`config.mk`:
```
export PLATFORM = sky130hd
export DESIGN_NAME = sram_word_controller
export DESIGN_NICKNAME = d
export VERILOG_FILES = /design/src/rtl/sram_word_controller.sv
export SDC_FILE = /design/constraint.sdc
export NUM_CORES = 1
export LEC_CHECK = 0
export BUFFER_PORTS_ARGS = -buffer_cell sky130_fd_sc_hd__buf_2
export CORE_AREA = 2 2 107 109
export DETAILED_ROUTE_END_ITERATION = 6
export DIE_AREA = 0 0 109 111
export GPL_TIMING_DRIVEN = 0
export SLEW_MARGIN = 10
export SYNTH_ARGS = -nofsm -noshare
export SYNTH_HDL_FRONTEND = slang
export SYNTH_SLANG_ARGS = --single-unit
```
`constraint.sdc`:
```
create_clock -name clk -period 3.8 [get_ports clk]
set_clock_uncertainty 0.1 [all_clocks]
set_input_delay 0.38 -clock clk [delete_from_list [all_inputs] [get_ports clk]]
set_output_delay 0.38 -clock clk [all_outputs]
set_load 0.01 [all_outputs]
```
`src/rtl/sram_word_controller.sv`:
```
// Two-phase controller that splits 32-bit MEM-stage loads/stores into
// low-then-high 16-bit accesses on an asynchronous SRAM.
module sram_word_controller #(
  parameter int BASE_ADDR   = 1024,
  parameter int WAIT_CYCLES = 3,
  parameter int SRAM_AW     = 18
) (
  input  logic               clk,
  input  logic               rst,
  input  logic               rd_en,
  input  logic               wr_en,
  input  logic [31:0]        address,
  input  logic [31:0]        write_data,
  output logic [31:0]        read_data,
  output logic               ready,
  output logic [SRAM_AW-1:0] sram_addr,
  output logic [15:0]        sram_dq_out,
  output logic               sram_dq_oe,
  input  logic [15:0]        sram_dq_in,
  output logic               sram_we_n
);

  localparam int CW = (WAIT_CYCLES > 2) ? $clog2(WAIT_CYCLES) : 1;

  typedef enum logic [1:0] {IDLE, LO, HI, DONE} state_t;

  state_t             state;
  logic [CW-1:0]      cnt;
  logic               op_wr;
  logic [SRAM_AW-2:0] idx;
  logic [31:0]        data;

  logic               req;
  logic               last;
  logic [SRAM_AW-2:0] idx_next;

  assign req      = rd_en | wr_en;
  assign last     = (cnt == CW'(WAIT_CYCLES - 1));
  // Out-of-range addresses simply wrap into the SRAM word space.
  assign idx_next = (SRAM_AW-1)'((address - 32'(BASE_ADDR)) >> 2);
  assign ready    = ((state == IDLE) && !req) || (state == DONE);

  // The final cycle of each half keeps data and address driven with the
  // write strobe released, giving the SRAM its data hold time.
  always_comb begin
    sram_addr   = '0;
    sram_dq_out = '0;
    sram_dq_oe  = 1'b0;
    sram_we_n   = 1'b1;
    if (state == LO || state == HI) begin
      sram_addr = {idx, (state == HI)};
      if (op_wr) begin
        sram_dq_oe  = 1'b1;
        sram_dq_out = (state == HI) ? data[31:16] : data[15:0];
        sram_we_n   = last;
      end
    end
  end

  always_ff @(posedge clk) begin
    if (!rst) begin
      state     <= IDLE;
      cnt       <= '0;
      read_data <= '0;
      op_wr     <= 1'b0;
      idx       <= '0;
      data      <= '0;
    end else begin
      case (state)
        IDLE: begin
          if (req) begin
            op_wr <= wr_en;
            idx   <= idx_next;
            data  <= write_data;
            cnt   <= '0;
            state <= LO;
          end
        end
        LO: begin
          if (last) begin
            if (!op_wr) read_data[15:0] <= sram_dq_in;
            cnt   <= '0;
            state <= HI;
          end else begin
            cnt <= cnt + 1'b1;
          end
        end
        HI: begin
          if (last) begin
            if (!op_wr) read_data[31:16] <= sram_dq_in;
            cnt   <= '0;
            state <= DONE;
          end else begin
            cnt <= cnt + 1'b1;
          end
        end
        DONE: state <= IDLE;
        default: state <= IDLE;
      endcase
    end
  end

endmodule

```
**Yosys cells after proc, flatten, opt, wreduce, memory -nomap -nowiden**

Cells that the tools add are included.

- Output and inout port bits: 69
- Word-level logic and storage cells: 45
- Input port bits: 84
- Register bits: 86

- Muxes and demuxes: 15
- Equal/unequal tests: 7
- Bitwise operators: 2
- Reductions and logical operators: 12
- Add/subtract/negate cells: 2

Operators with widths:

| kind | count |
|---|---|
| two-way mux 16 bit | 3 |
| subtractor 19 x 11 -> 19 bit (second input constant) | 1 |
| two-way mux 18 bit | 1 |
| two-way mux 2 bit | 5 |
| AND reduction 3 bit | 3 |
| case mux 2 bit (4 select lines) | 1 |
| == test 2 bit (second input constant) | 3 |
| != test 2 bit (second input constant) | 3 |
| two-way mux 1 bit | 4 |
| case mux 2 bit (2 select lines) | 1 |
| AND reduction 2 bit | 2 |
| adder 2 x 1 -> 2 bit (second input constant) | 1 |
| == test 2 x 1 -> 1 bit (second input constant) | 1 |
| zero test 2 bit | 1 |
| logical OR 1 bit | 2 |
| nonzero test 2 bit | 1 |
| OR reduction 2 bit | 1 |
| logical AND 1 bit | 1 |
| zero test 1 bit | 1 |
| NOT 1 bit | 1 |
| OR 1 bit | 1 |

**Depth between registers and ports, before layout**

- Depth in word-level cells: 4
- Mapped depth: 7

**Worst setup path before layout**

No wires, ideal clock.

- Path type: reg-to-output
- Start: reg state[0]
- End: out sram_dq_out[10]
- Path buffers: 2
- Data arrival time: 1.449 ns
- Slack: 1.871 ns
- Cell stages (with the launch flop): 7
- Required time: 3.320 ns
- Cell sequence: dfxtp_1 inv_1 ha_1 buf_2 buf_2 mux2i_1 nor2_1

- Cells in the longest elaborated chain, start to end: 4
- Elaborated cells between the ends (all ways): 6

Ends and longest elaborated chain:

| what | line | text |
|---|---|---|
| start, declared | 27 | `state_t state;` |
| start signal, assigned | 62 | `state <= IDLE;` |
| start signal, assigned | 76 | `state <= LO;` |
| start signal, assigned | 83 | `state <= HI;` |
| == test 2 bit | 50, 54 |  |
| two-way mux 16 bit | 54 | `sram_dq_out = (state == HI) ? data[31:16] : data[15:0];` |
| two-way mux 16 bit | 52 | `if (op_wr) begin` |
| two-way mux 16 bit * | 50 | `if (state == LO \|\| state == HI) begin` |
| end, declared | 17 | `output logic [15:0] sram_dq_out,` |

Mark *: on every way between the ends. The rest lies on a longest branch, timed or not.

**Final worst setup path**

- Start: reg state[0]
- End: out sram_dq_out[12]

The elaborated chain is that of the path after synthesis.

==> results.md <==
* Status: finished, final reports clean
* Power Density at 564 mW/mm2
* GR Util All Layers at between 15 and 20%
* Antenna violations before repair at 0
* Post-synthesis register bit count at 86
* I/O Buffers at 136
* Max IR drop VDD at between 0.2 and 0.3 mV
* Nets at around 690
* Slew headroom at between 60% and 70%
* Post-CTS Setup Bufs at 0
* Worst-Skew Late Latency at 320 ps
* Largest net degree at the start of global routing at 14
* Mean Syn Cell Area at 8.26 um2
* Post-layout minimum cycle time at between 2000 and 3000 ps
* Root buffer cell: clkbuf_16
* Reg clk slew, reported paths at 60 ps
* Drt wl/cell at approximately 13 um
* N_diodes at 0
* Final antenna-violating net count at 0
* Final GP Congestion at about 0.78
* Syn Inst Count at 454
* Setup_tns at 0 ps
* Via Count at roughly 3500
* Area fraction of the dominant cell type after synthesis at between 40 and 50%
* Fin. Hold Viols at 0
* Setup CP Type: flip-flop to output pin
* Share of cells above drive strength 1 at a little over a quarter
* Critical path endpoint category: output pin
* Final Setup Violations at 0
* Worst Path Required at around 3300 ps
* Mapped Area at between 0.003 and 0.004 mm2
* Core area at 0.0111 mm2
* Measured slew at the worst slew-check pin at about 550 ps
* Number of DRC violations after detailed-routing iteration 0 at 100
* Fin. max-slew vios at 0
* Yosys warns at 0
* Via count of the first global-routing pass at 3279
* IO Pins at 153
* DIE HEIGHT at about 110 um
* Yosys top cell by area: dfxtp_1
* Dominant cells by area after synthesis: dfxtp_1, nand2_1, a21boi_0, mux2i_1, and2_1
* Clock net sink count at 86
* Mapped Nets at roughly 540
* Hold Crit Class: primary input to flip-flop
* CTS max path bufs at 2
* Crit-path max FO at 10
* Cts bufs inserted at 9
* DR vias/cell at 4.63
* RSZ-0062 raised after global routing: false
* CTS tree: yes
* Power Total at 0.00277 W
* First-pass GRT wire length at approximately 16000 um
* Reg2Reg Setup Slack at ~1800 ps
* Chip width at between 100 and 150 um
* Post-DP HPWL at 7330 um
* Row cnt at 39
* Reg2reg end: read_data[29]$_SDFFE_PN0P_
* CTS Hold Bufs at 0
* Overflow after GRT at 0
* Initial Util at 33.9%
* DRT Pass-1 Iters at 4
* Total routed wirelength at between 9000 and 10000 um
* Synthesis-to-finish area growth at 31.0%
* Register area share after synthesis at 45.9%
* Fmax at roughly 0.38 GHz
* Remaining DRCs at 0
* Cells on worst reg2reg path at 7
* Period utilization at approximately 70%
* Leak pwr at 2.16 nW
* Die area at between 0.01 and 0.015 mm2
* H-tree Lvls at 3
* Reg-to-Reg Start: state[0]$_SDFFE_PN0P_
* Max-cap violations at 0
* Synth unique cells at 36
* Critical path arrival at about 2200 ps
* Startpoint types: flip-flop
* CP startpoint: state[0]$_SDFFE_PN0P_
* Worst setup path endpoint: sram_dq_out[12]
* Post-CTS Resized at 0
[critical path: stages, from the launching register on]
cell and delay [ps]:
dfxtp_1 360, inv_1 100, ha_1 340, nand2_1 310, clkbuf_1 440, nor2_1 140, buf_2 170
[metrics by stage]
stage | std cells | hold WS, ps | utilization, % | setup WS [ps] | cell area, um2
5_1_grt | 749 | 197 | 44.4 | 969 | 4910
2_1_floorplan | 454 | 339 | - | 1870 | 3750
6_report | 749 | 201 | 44.4 | 1140 | 4910
3_3_place_gp | 733 | 345 | 41.6 | 1490 | 4610
4_1_cts | 749 | 188 | 44.4 | 1110 | 4910
3_5_place_dp | 733 | 355 | 41.6 | 1470 | 4610
[cell type report]
type                       count  area, um2
buffer                        30        128
clock buffer                  13        260
clock inverter                 3       42.5
fill                        1134       6160
inverter                       5       18.8
multi-input combinational    333       1880
sequential                    86       1720
tap                          143        179
timing repair buffer         136        681
[kinds of logic after synthesis]
kind of cell,share of synthesized area (%)
simple gates,23.9
compound gates,18.3
flops,45.9
buf+inv,3.90
mux,4.54
xor+xnor,1.40
fa+ha+maj,2.00
[sequential cells by signal, indices dropped and copies added, names as in the netlist]
name	count
cnt	2
op_wr	1
read_data	32
state	2
data	32
idx	17
[layout by cell type (no fill, tap or decap), types with 2 or more instances in the layout]
cell       synthesis  routed
o21ai_0            7       7
nor2b_1            3       3
clkbuf_8           0       2
nand2b_1           3       3
inv_1              5       5
nand2_1          154     154
xnor2_1            5       5
clkbuf_16          0       9
clkbuf_1          21      23
buf_2              4     140
dfxtp_1           86      86
nor2_1            19      19
a21oi_1            7       7
and2_1            19      19
a21boi_0          73      73
o211a_1            3       3
ha_1               6       6
mux2i_1           17      17
buf_4              2       2
clkbuf_2           2       2
[synth_stat cells, drive strengths merged]
cell type and count:
a21boi 74, a21oi 7, and2 19, and2b 1
buf 7, clkbuf 23, dfxtp 86, ha 6
inv 5, mux2i 17, nand2 154, nand2b 3
nand3 1, nand4b 1, nor2 19, nor2b 3
nor3 2, nor3b 1, nor4 1, nor4bb 1
o211a 3, o21a 1, o21ai 9, o311a 1
or2 1, or3b 1, or4 1, xnor2 5
xor2 1
[where the power goes]
group / internal (W) / switching [W] / total (W)
Combinational: 0.000290 / 0.000461 / 0.000751
Sequential: 0.00106 / 0.0000789 / 0.00114
Clock: 0.000545 / 0.000339 / 0.000884
[worst min path at each step]
stage / cells after the start / to / slack (ps) / start
6_report: 3 / idx[6]$_SDFFE_PN0P_ / 200 / address[8]
5_1_grt: 3 / data[18]$_SDFFE_PN0P_ / 200 / write_data[18]
4_1_cts: 3 / data[7]$_SDFFE_PN0P_ / 190 / write_data[7]
3_5_place_dp: 2 / read_data[0]$_SDFFE_PN0P_ / 360 / read_data[0]$_SDFFE_PN0P_
3_3_place_gp: 2 / idx[1]$_SDFFE_PN0P_ / 350 / idx[1]$_SDFFE_PN0P_
2_1_floorplan: 2 / idx[0]$_SDFFE_PN0P_ / 340 / idx[0]$_SDFFE_PN0P_
[metal layers]
metal	part of all wire [%]	up-vias	global-route usage, %
met5	0	-	0
met4	0.75	0	4.36
li1	-	1770	-
met2	45	119	26.5
met3	8.0	6	4.12
met1	46	1573	21.4
No activity file was read; power rests on OpenSTA's default activity.
